File: config.mk
export PLATFORM = sky130hd
export DESIGN_NAME = registrador_universal
export DESIGN_NICKNAME = d
export VERILOG_FILES = /design/src/rtl/registrador_universal.sv
export SDC_FILE = /design/constraint.sdc
export NUM_CORES = 1
export LEC_CHECK = 0
export CAP_MARGIN = 10
export CORE_MARGIN = 3
export CORE_UTILIZATION = 42
export DETAILED_ROUTE_END_ITERATION = 8
export HOLD_SLACK_MARGIN = 0.06
export PLACE_DENSITY = 0.8
export SLEW_MARGIN = 15
export SYNTH_ARGS = -nofsm -noshare
export SYNTH_HDL_FRONTEND = slang
export SYNTH_SLANG_ARGS = --single-unit
File: constraint.sdc
create_clock -name clk -period 1.7 [get_ports clk]
set_input_delay 0.255 -clock clk [delete_from_list [all_inputs] [get_ports clk]]
set_output_delay 0.255 -clock clk [all_outputs]
set_load 0.05 [all_outputs]
File: src/rtl/registrador_universal.sv
// Universal shift register: hold, parallel load, shift right/left, synchronous preset,
// wrap counter with DONE pulse. Define REG_ROTATE_EN to make shifts rotate instead of using SIN.
module registrador_universal #(
    parameter int unsigned           WIDTH       = 8,
    parameter logic [WIDTH-1:0]      RESET_VALUE = '0
) (
    input  logic                           clk,
    input  logic                           CLR,
    input  logic                           PR,
    input  logic [1:0]                     MODE,
    input  logic [WIDTH-1:0]               D,
    input  logic                           SIN,
    output logic [WIDTH-1:0]               Q,
    output logic                           SOUT,
    output logic                           DONE,
    output logic [$clog2(WIDTH+1)-1:0]     CNT
);

    localparam int unsigned CW = $clog2(WIDTH + 1);

    localparam logic [1:0] MODE_HOLD  = 2'b00;
    localparam logic [1:0] MODE_LOAD  = 2'b01;
    localparam logic [1:0] MODE_RIGHT = 2'b10;
    localparam logic [1:0] MODE_LEFT  = 2'b11;

    logic [WIDTH-1:0] q_next;
    logic [CW-1:0]    cnt_next;
    logic             sout_next;
    logic             done_next;
    logic             in_right;
    logic             in_left;

`ifdef REG_ROTATE_EN
    // The bit leaving one end re-enters at the other; SIN plays no part.
    logic unused_sin;
    assign unused_sin = SIN;
    assign in_right   = Q[0];
    assign in_left    = Q[WIDTH-1];
`else
    assign in_right   = SIN;
    assign in_left    = SIN;
`endif

    // Next-state selection: PR wins over MODE, every shift advances the wrap counter.
    always_comb begin
        q_next    = Q;
        cnt_next  = CNT;
        sout_next = SOUT;
        done_next = 1'b0;
        if (PR) begin
            q_next    = '1;
            cnt_next  = '0;
            sout_next = 1'b0;
        end else begin
            case (MODE)
                MODE_HOLD: begin
                end
                MODE_LOAD: begin
                    q_next    = D;
                    cnt_next  = '0;
                    sout_next = 1'b0;
                end
                MODE_RIGHT: begin
                    q_next    = {in_right, Q[WIDTH-1:1]};
                    sout_next = Q[0];
                end
                MODE_LEFT: begin
                    q_next    = {Q[WIDTH-2:0], in_left};
                    sout_next = Q[WIDTH-1];
                end
                default: begin
                end
            endcase
            if (MODE == MODE_RIGHT || MODE == MODE_LEFT) begin
                if (CNT == CW'(WIDTH - 1)) begin
                    cnt_next  = '0;
                    done_next = 1'b1;
                end else begin
                    cnt_next  = CNT + CW'(1);
                end
            end
        end
    end

    always_ff @(posedge clk or posedge CLR) begin
        if (CLR) begin
            Q    <= RESET_VALUE;
            CNT  <= '0;
            SOUT <= 1'b0;
            DONE <= 1'b0;
        end else begin
            Q    <= q_next;
            CNT  <= cnt_next;
            SOUT <= sout_next;
            DONE <= done_next;
        end
    end

endmodule

## Yosys cells after proc, flatten, opt, wreduce, memory -nomap -nowiden

Cells that the tools add are included.

- Register bits: 14
- Input bits: 14
- Output and inout port bits: 14
- Logic and storage cells: 23

- Add/subtract/negate cells: 1
- Equality and inequality tests: 4
- Muxes and demuxes: 11
- Reduce and logical (&&, ||, !) cells: 3

Operator list:

| kind | number |
|---|---|
| 8-bit case mux with 3 select lines | 1 |
| 4-bit two-way mux | 4 |
| 8-bit two-way mux | 1 |
| 4-bit by 1-bit adder with 4-bit output, second input constant | 1 |
| 2-bit equality test, second input constant | 2 |
| 4-bit by 3-bit equality test with 1-bit output, second input constant | 1 |
| 1-bit two-way mux | 4 |
| 4-bit nonzero test | 1 |
| 1-bit case mux with 3 select lines | 1 |
| 3-bit nonzero test | 1 |
| 2-bit by 1-bit equality test with 1-bit output, second input constant | 1 |
| 1-bit logical OR | 1 |

## Longest topological paths before layout

- Word-level depth: 4
- Mapped depth: 5
- Mapped depth without buffers: 4

## Least setup slack after synthesis

OpenSTA, ideal clock, no wires.

- Path type: register to register
- Start: reg CNT[0]
- End: reg CNT[3]
- Library setup time: 0.082 ns
- Data arrival time: 1.560 ns
- Required time: 1.618 ns
- Slack: 0.058 ns
- Stages on the path, launching flop included: 4
- Buffers on the path: 0
- Period minus slack after synthesis: 1.642 ns
- Path through: dfrtp_1 -> ha_1 -> or4b_1 -> a31oi_1

- Word-level cells in the longest chain between the ends: 4
- Elaborated cells on any way between the ends: 5
- Classes of those cells: add/sub (1); eq/ne (1); mux (3)

Ends and longest elaborated chain:

| element | RTL line | source |
|---|---|---|
| start: declaration | 16 | `output logic [$clog2(WIDTH+1)-1:0] CNT` |
| start signal: assignment | 93 | `CNT <= cnt_next;` |
| 4-bit by 1-bit adder with 4-bit output or 4-bit by 3-bit equality test with 1-bit output (tied branches) | 79, 75 |  |
| 4-bit two-way mux (*) | 75 | `if (CNT == CW'(WIDTH - 1)) begin` |
| 4-bit two-way mux (*) | 74 | `if (MODE == MODE_RIGHT \|\| MODE == MODE_LEFT) begin` |
| 4-bit two-way mux (*) | 50 | `if (PR) begin` |

Every way passes the cells marked *; elsewhere a longest branch is shown, timed or not.
A chain may end at the register's enable or synchronous reset.

## Worst setup path in the final report

Ends and elaborated chain as after synthesis.

==> out/results.tsv <==
metric	value	unit
status	finished clean	
Remaining DRCs	0	
clock sink total	14	
Worst Setup Start Kind	flip-flop	
Core Region	1590	sq um
Max clock buf depth	2	
PortBufs	27	
register area share after synthesis	0.464	
routability cong.	0.699	
Synth area leaders	dfrtp_1 46%, mux4_2 24%, or2_1 5.8%	
Detail Route Antenna Nets	0	
Finish-stage setup viols	0	
Worst slew margin	0.648	
Worst-Skew Late Latency	0.28	ns
Final Non-Filler Cells	110	
CP required	1.89	ns
PD cells	760	nW/um^2
post-synthesis xor/xnor area fraction	0.0116	
Crit Path Category	flip-flop to flip-flop	
Fin. Hold Viols	0	
Syn Inst Count	56	
Area Overhead vs Synth	40.5	%
NumNets Final	102	
Die Span Y	48.4	microns
Post-CTS Setup Repair Bufs	0	
Antenna Cells	0	
Initial Util	0.473	
multiplexer share of the synthesized area	0.239	
Worst Hold Class	input port to asynchronous set/reset pin	
Resized Gates After CTS	0	
adder-cell area share of the yosys netlist	0.0166	
largest family of logic cells by synthesized area	multiplexers	
compound-gate portion of the synthesized area	0.0547	
router iterations before antenna repair	4	
routed wire length	1540	microns
worst-path fanout max	5	
first-pass GRT wire length	2710	microns
FMAX	664	MHz
Simple-Gate Fraction of Synth Area	0.167	
Starting DRT DRC Count	12	
CTS tree	yes	
vias in the first global route	587	
clk root buf	clkbuf_4	
CTS buffer count	3	
Unique masters post-synth	22	
largest net degree at the start of global routing	15	
Fin Setup TNS	0	ns
Cell Area, Synth	754	sq um
die area	2340	sq um
Final Max Slew Viols	0	
# H-tree levels	1	
crit share post-route	0.886	
post-DP HPWL	1200	microns
WP data arrival	1.70	ns
commonest non-fill, non-tap cell in the layout	buf_4	
clock skew	0.00303	ns
# rows	14	
I/O pin cnt	28	
Yosys top cell area share	0.464	
Worst Tran Pin Value	0.527	ns
DR WL/cell	14.0	microns
most frequent cells in the layout	16 x buf_4, 14 x dfrtp_1, 13 x clkdlybuf4s50_1	
via count	567	
Clock transition at path regs	0.09	ns
Pleak	0.421	nW
Final Total Pwr	0.805	mW
antenna violations before repair	0	
total track usage	0.149	
Final Critical Period	1.51	ns
Mean Syn Cell Area	13.5	sq um
unrepaired setup endpoints after global routing	no	
worst hold slack	0.311	ns
cell taking the most area after synthesis	dfrtp_1	
Max VDD drop	0.838	mV
Hold Buf Count CTS	0	
Vias/cell	5.15	
cell count after placement	106	
Synthesized Nets	71	
fraction of layout cells with a size suffix above 1	0.360	
gr ovfl total	0	
Max-Cap Viols	0	
synth warn	0	
Die X	48.4	microns
synthesized flop and latch total	14	
CP Capture Type	flip-flop	
-- cell usage after synthesis --
master / number
buf_2: 1
mux4_2: 8
or2_1: 7
dfrtp_1: 14
nand3b_1: 2
nand3_2: 1
a21oi_1: 1
nor2_1: 3
a31oi_1: 1
xor2_1: 1
ha_1: 1
a22oi_1: 2
nand2_1: 3
nor3b_1: 1
or4b_1: 1
or2_2: 1
nand3_1: 1
clkbuf_1: 1
inv_1: 1
nor2b_1: 1
buf_6: 2
a211oi_1: 2
-- report_power, final --
part / leakage, nW / total [mW] / switching, mW / internal (mW)
clock network: 0.0210 / 0.240 / 0.110 / 0.130
registers: 0.157 / 0.366 / 0.0168 / 0.349
logic: 0.243 / 0.199 / 0.104 / 0.0953
-- registers in the layout (all words and copies together) (netlist names) --
register	cells
Q	8
SOUT	1
DONE	1
CNT	4
-- worst max-delay path, stage by stage (launching register included) --
cell and delay, ns:
dfrtp_1 0.44, ha_1 0.26, or4b_1 0.53, a31oi_1 0.20
-- metal layers --
| metal | wire (microns) | GRT usage | up-vias |
|---|---|---|---|
| met2 | 777 | 0.239 | 16 |
| met3 | 92 | 0.0644 | 2 |
| met5 | 0 | 0 | - |
| li1 | - | - | 269 |
| met1 | 655 | 0.179 | 280 |
| met4 | 18 | 0.0521 | 0 |
-- layout make-up --
type | count | area (sq um)
clock buffers | 4 | 36.3
inverters | 1 | 3.75
repair buffers | 30 | 270
multi-input cells | 37 | 369
flip-flops and latches | 14 | 350
well taps | 24 | 30.0
fillers | 136 | 534
-- logic make-up after synthesis --
kind of cell	count (synthesis)
compound gates	6
flops	14
mux	8
simple gates	21
buf+inv	5
fa+ha+maj	1
xor+xnor	1
-- final timing paths --
check	start	end	slack, ns	cells past startpoint
max in group asynchronous	CLR	Q[5]	1.04	2
hold reg to reg	Q[7]	SOUT	0.59	2
hold / removal	CLR	CNT[0]	0.31	2
setup / recovery	CNT[0]	CNT[3]	0.19	3
min in group clk	Q[7]	SOUT	0.59	2
setup reg to reg	CNT[0]	CNT[3]	0.19	3
-- per-stage QoR --
| stage | cell area, sq um | setup WS [ns] | utilization |
|---|---|---|---|
| 2_1_floorplan | 754 | 0.0576 | - |
| 3_3_place_gp | 1020 | -0.0176 | 0.642 |
| 3_5_place_dp | 1020 | -0.0468 | 0.642 |
| 4_1_cts | 1060 | 0.187 | 0.665 |
| 5_1_grt | 1060 | 0.131 | 0.665 |
| 6_report | 1060 | 0.194 | 0.665 |
(Power assumes the default switching activity.)
